$ cat src/rtl/game_pkg.sv
// Shared types and constants for the game score controller.
// State encodings are fixed because they are visible on the state output.
package game_pkg;

    typedef enum logic [1:0] {
        StIdle     = 2'd0,
        StPlay     = 2'd1,
        StHitPause = 2'd2,
        StGameOver = 2'd3
    } game_state_e;

    localparam int unsigned BcdW     = 4;
    localparam logic [3:0]  LevelMax = 4'd15;

endpackage

$ cat src/rtl/bcd_add_sat.sv
// Multi-digit BCD adder of a single-digit addend; clamps to all-9s instead of wrapping.
module bcd_add_sat
    import game_pkg::*;
#(
    parameter int unsigned DIGITS = 2
) (
    input  logic [BcdW*DIGITS-1:0] a_i,
    input  logic [BcdW-1:0]        b_i,
    output logic [BcdW*DIGITS-1:0] sum_o
);

    logic [BcdW*DIGITS-1:0] raw;
    logic [4:0]             digit_sum;
    logic [4:0]             carry;

    always_comb begin
        raw       = '0;
        digit_sum = '0;
        carry     = {1'b0, b_i};
        for (int i = 0; i < DIGITS; i++) begin
            digit_sum = {1'b0, a_i[i*BcdW +: BcdW]} + carry;
            if (digit_sum > 5'd9) begin
                raw[i*BcdW +: BcdW] = 4'(digit_sum - 5'd10);
                carry               = 5'd1;
            end else begin
                raw[i*BcdW +: BcdW] = digit_sum[3:0];
                carry               = 5'd0;
            end
        end
        // Carry out of the top digit means the true sum no longer fits.
        sum_o = (carry != 5'd0) ? {DIGITS{4'd9}} : raw;
    end

endmodule

$ cat src/rtl/game_score_ctrl.sv
// Game score/lives/level controller with a registered IDLE/PLAY/HIT_PAUSE/GAME_OVER FSM.
// Optional high-score register is enabled by defining GAME_HIGH_SCORE_EN.
module game_score_ctrl
    import game_pkg::*;
#(
    parameter int unsigned LIVES_INIT       = 3,
    parameter int unsigned SCORE_DIGITS     = 2,
    parameter int unsigned POINTS_PER_KILL  = 1,
    parameter int unsigned WAVE_SIZE        = 55,
    parameter int unsigned HIT_PAUSE_CYCLES = 1000
) (
    input  logic                         clk,
    input  logic                         arst_n,
    input  logic                         start,
    input  logic                         invader_collision,
    input  logic                         player_collision,
    output logic [2:0]                   lives,
    output logic [BcdW*SCORE_DIGITS-1:0] score,
    output logic [3:0]                   level,
    output logic [1:0]                   state,
    output logic                         freeze,
    output logic                         game_over
`ifdef GAME_HIGH_SCORE_EN
    ,
    output logic [BcdW*SCORE_DIGITS-1:0] high_score
`endif
);

    localparam int unsigned ScoreW    = BcdW * SCORE_DIGITS;
    localparam int unsigned PauseW    = (HIT_PAUSE_CYCLES > 1) ? $clog2(HIT_PAUSE_CYCLES) : 1;
    localparam logic [PauseW-1:0] PauseLast = PauseW'(HIT_PAUSE_CYCLES - 1);
    localparam logic [7:0]        KillLast  = 8'(WAVE_SIZE - 1);

    game_state_e       state_q, state_d;
    logic [2:0]        lives_q, lives_d;
    logic [ScoreW-1:0] score_q, score_d;
    logic [3:0]        level_q, level_d;
    logic [7:0]        kills_q, kills_d;
    logic [PauseW-1:0] pause_q, pause_d;
    logic              start_q, invader_q, player_q;

    logic              start_edge, invader_edge, player_edge;
    logic [ScoreW-1:0] score_inc;

    assign start_edge   = start & ~start_q;
    assign invader_edge = invader_collision & ~invader_q;
    assign player_edge  = player_collision & ~player_q;

    bcd_add_sat #(
        .DIGITS (SCORE_DIGITS)
    ) u_bcd_add_sat (
        .a_i   (score_q),
        .b_i   (4'(POINTS_PER_KILL)),
        .sum_o (score_inc)
    );

    always_comb begin
        state_d = state_q;
        lives_d = lives_q;
        score_d = score_q;
        level_d = level_q;
        kills_d = kills_q;
        pause_d = pause_q;
        case (state_q)
            StIdle, StGameOver: begin
                if (start_edge) begin
                    state_d = StPlay;
                    lives_d = 3'(LIVES_INIT);
                    score_d = '0;
                    level_d = 4'd1;
                    kills_d = '0;
                end
            end
            StPlay: begin
                // Kill is applied before the life loss so a simultaneous hit still scores.
                if (invader_edge) begin
                    score_d = score_inc;
                    if (kills_q == KillLast) begin
                        kills_d = '0;
                        if (level_q != LevelMax) level_d = level_q + 4'd1;
                    end else begin
                        kills_d = kills_q + 8'd1;
                    end
                end
                if (player_edge) begin
                    if (lives_q > 3'd1) begin
                        lives_d = lives_q - 3'd1;
                        state_d = StHitPause;
                        pause_d = '0;
                    end else begin
                        lives_d = 3'd0;
                        state_d = StGameOver;
                    end
                end
            end
            StHitPause: begin
                if (pause_q == PauseLast) begin
                    pause_d = '0;
                    state_d = StPlay;
                end else begin
                    pause_d = pause_q + 1'b1;
                end
            end
            default: ;
        endcase
    end

    always_ff @(posedge clk or negedge arst_n) begin
        if (!arst_n) begin
            state_q   <= StIdle;
            lives_q   <= 3'(LIVES_INIT);
            score_q   <= '0;
            level_q   <= 4'd1;
            kills_q   <= '0;
            pause_q   <= '0;
            start_q   <= 1'b0;
            invader_q <= 1'b0;
            player_q  <= 1'b0;
        end else begin
            state_q   <= state_d;
            lives_q   <= lives_d;
            score_q   <= score_d;
            level_q   <= level_d;
            kills_q   <= kills_d;
            pause_q   <= pause_d;
            start_q   <= start;
            invader_q <= invader_collision;
            player_q  <= player_collision;
        end
    end

`ifdef GAME_HIGH_SCORE_EN
    logic [ScoreW-1:0] high_score_q, high_score_d;

    // Packed BCD compares correctly as plain binary since every digit is 0..9.
    always_comb begin
        high_score_d = high_score_q;
        if (state_q != StGameOver && state_d == StGameOver && score_d > high_score_q) begin
            high_score_d = score_d;
        end
    end

    always_ff @(posedge clk or negedge arst_n) begin
        if (!arst_n) high_score_q <= '0;
        else         high_score_q <= high_score_d;
    end

    assign high_score = high_score_q;
`endif

    assign lives     = lives_q;
    assign score     = score_q;
    assign level     = level_q;
    assign state     = state_q;
    assign freeze    = (state_q == StHitPause);
    assign game_over = (state_q == StGameOver);

endmodule

$ cat config.mk
export PLATFORM = sky130hd
export DESIGN_NAME = game_score_ctrl
export DESIGN_NICKNAME = d
export VERILOG_FILES = /design/src/rtl/game_pkg.sv /design/src/rtl/bcd_add_sat.sv /design/src/rtl/game_score_ctrl.sv
export SDC_FILE = /design/constraint.sdc
export NUM_CORES = 1
export LEC_CHECK = 0
export CORE_ASPECT_RATIO = 0.75
export CORE_MARGIN = 4
export CORE_UTILIZATION = 32
export DETAILED_ROUTE_END_ITERATION = 6
export PLACE_DENSITY = 0.61
export SYNTH_ARGS = -nofsm -noshare
export SYNTH_HDL_FRONTEND = slang
export SYNTH_HIERARCHICAL = 1
export SYNTH_SLANG_ARGS = --single-unit
$ cat constraint.sdc
create_clock -name clk -period 6.6 [get_ports clk]
set_clock_uncertainty 0.1 [all_clocks]
set_input_delay 0.99 -clock clk [delete_from_list [all_inputs] [get_ports clk]]
set_output_delay 0.99 -clock clk [all_outputs]
set_load 0.05 [all_outputs]
==> results.yml <==
die:
  dieArea_mm2: 0.00942
  fp-row-count: 27
  num_io_pins: 24
  die_y_um: 85.1
  fp.dieW_um: 111
  initial_core_util: 0.336
  core_mm2: 0.00753
clocking:
  cts_buffers: 5
  cts-root-buf: "clkbuf_8"
  cts_setup_buffers: 0
  insertion_delay_ps: 300
  ctsHoldBuffers: 0
  cts_tree: "done"
  cts.sinks: 38
  post_cts_resized: 0
  cts_max_level: 2
  clk_pin_slew_worst_paths_ps: 80
  clock_path_buffers: 2
detailed_routing:
  route.detailed.drc: 0
  wl_mm: 5.80
  drt-pass1-iter-count: 4
  viasPerCell: 5.36
  drtIter0Drc: 78
  post_drt_wl_per_cell_um: 14.3
  ant_nets: 0
  vias: 2165
grt:
  grt_max_degree: 39
  grt_pass1_vias: 2042
  antenna_found_initial: 0
  grt_pass1_wl_mm: 9.96
  grtUsageTotal: 0.124
  overflow: 0
sta:
  setup_ws_ps: 3100
  tns_ps: 0
  slew_headroom: 0.402
  rsz0062_at_grt: "no"
  fin_crit_sh: 0.531
  hold_viol: 0
  hold_slack_ps: 438
  max_freq_mhz: 285
  finalSetupViolCount: 0
  tightest_slew_ps: 897
  fin_crit_ps: 3500
  drv_slew: 0
worst_setup_path:
  worstReg2RegEnd: "score[3]"
  crit_fanout: 6
  worstSetupEndpointType: "flip-flop"
  rr_startpoint: "score[0]"
  critPathArrivalTime_ps: 3580
  path_cells: "ha_1 > inv_1 > fa_1 > xor2_1 > nand2_1 > a21o_1 > ha_1 > ha_1 > or2_2 > a21oi_1 > or2_2 > o311ai_0 > nand3_1 > nand2_1"
  cp_top_family: "adder cells"
  reg2reg_depth: 14
  critical_path_buf_inv_count: 1
  critPathMostFrequentCell: "ha_1"
  path_class: "flip-flop to flip-flop"
  critPathMaxStageDelay_ps: 430
  critPathLaunchType: "flip-flop"
  required_ps: 6680
  cp_slowest_cell: "xor2_1"
  r2r_slack_ps: 3100
job:
  cap_violations: 0
layout:
  n_antenna_cell: 0
  post-route-util: 0.394
  layout.cells.non_filler: 404
  fin_nets: 324
  syn_to_final_growth_pct: 17.1
  drive_above_1_share: 0.102
  fin_area_mm2: 0.00297
placement:
  dp_slack_ps: 3150
  port_buffers: 23
  place_area_mm2: 0.00287
  dp_cells: 396
  gp_congestion: 0.813
  dp_hpwl_mm: 4.13
synth:
  async_flop_share: 1.00
  synth.distinct_cells: 59
  yosys_warnings: 6
  synthFlopType: "dfrtp_1"
  synth_cells: 275
  synthTopCellsByArea: "dfrtp_1 35%, ha_1 7.9%, nand2_1 3.8%"
  synth_common_cells: "35 x dfrtp_1, 26 x nand2_1, 17 x o21ai_0"
  yosysTopAreaCellShare: 0.346
  ys_seq_elements: 38
  synth.most_common_cell: "dfrtp_1"
  synth_area_mm2: 0.00253
  synth_top_cell_by_area: "dfrtp_1"
  synth_edf_count: 0
  ys_seq_area_frac: 0.377
  syn_avg_cell_area_um2: 9.22
min_path:
  hp-start: "lives[0]"
  hold_depth: 2
  min_to: "lives[0]"
  hold_path_class: "flip-flop to flip-flop"
pwr:
  power_leakage_nw: 1.30
  max-vdd-ir-drop_uv: 87.1
  power_mw: 0.425
  powerDensity_mw_per_mm2: 143
status:
  status: "finished, final reports clean"
==> routing by layer <==
layer / global-route usage / vias to the layer above / wire, um
li1: - / 1069 / -
met1: 0.174 / 1051 / 2950
met2: 0.194 / 38 / 2580
met3: 0.0292 / 7 / 204
met4: 0.0313 / 0 / 57
met5: 0 / - / 0
==> worst max path at each step <==
stage | startpoint | end | slack (ps) | cells after the start
floorplan | score[0] | score[5] | 3100 | 14
global placement | score[0] | score[3] | 3300 | 14
detailed placement | score[0] | score[3] | 3150 | 14
CTS | score[0] | score[3] | 3130 | 14
global route | score[0] | score[3] | 2910 | 14
finish | score[0] | score[3] | 3100 | 14
==> power by group <==
| part | switching [mW] | internal [mW] | leakage, nW |
|---|---|---|---|
| combinational | 0.0120 | 0.00680 | 0.788 |
| sequential | 0.000219 | 0.234 | 0.467 |
| clock | 0.0882 | 0.0841 | 0.0472 |
==> layout by cell type (no fill, tap or decap), types with 3 or more instances in the layout <==
| master | n |
|---|---|
| ha_1 | 16 |
| dfstp_2 | 3 |
| a21oi_1 | 10 |
| o31ai_1 | 4 |
| dfrtp_1 | 35 |
| nand3_1 | 15 |
| o211ai_1 | 3 |
| clkbuf_8 | 6 |
| or3_1 | 3 |
| o31a_1 | 3 |
| or2_2 | 6 |
| conb_1 | 5 |
| nor2_1 | 13 |
| a41oi_1 | 3 |
| nand4_1 | 7 |
| nand2_1 | 26 |
| o21ai_0 | 17 |
| o2bb2ai_1 | 4 |
| and3_1 | 7 |
| inv_1 | 14 |
| nor2b_1 | 5 |
| clkdlybuf4s50_1 | 22 |
| or4_1 | 3 |
| nor3_1 | 5 |
| a22o_1 | 8 |
| nand2b_1 | 11 |
==> cell type report <==
cell class / count / area, um2
clock inverters: 2 / 12.5
clock buffers: 6 / 82.6
well taps: 101 / 126
repair buffers: 24 / 233
inverters: 14 / 52.6
flip-flops and latches: 38 / 955
fillers: 761 / 4560
multi-input cells: 219 / 1510
==> flip-flops by register name (all words and copies together), names as in the netlist <==
name	flops
invader_q	1
kills_q	8
level	4
lives	3
pause_q	10
player_q	1
score	8
start_q	1
state	2
==> cell families after synthesis <==
group | share of synthesized area
AOI/OAI and AO/OA | 0.233
xor gates and xnor gates | 0.00691
adders and majority gates | 0.0869
buffers and inverters | 0.0331
DFF | 0.377
muxes | 0.0212
other | 0.00296
and+or+nand+nor | 0.239
==> worst register-to-register path, delay by kind of cell (launching register included) <==
| family | cells | cell delay (ps) |
|---|---|---|
| buffers and inverters | 1 | 50 |
| xor gates and xnor gates | 1 | 430 |
| DFF | 1 | 380 |
| adders and majority gates | 4 | 1130 |
| and+or+nand+nor | 5 | 780 |
| AOI/OAI and AO/OA | 3 | 520 |
(Power assumes the default switching activity.)
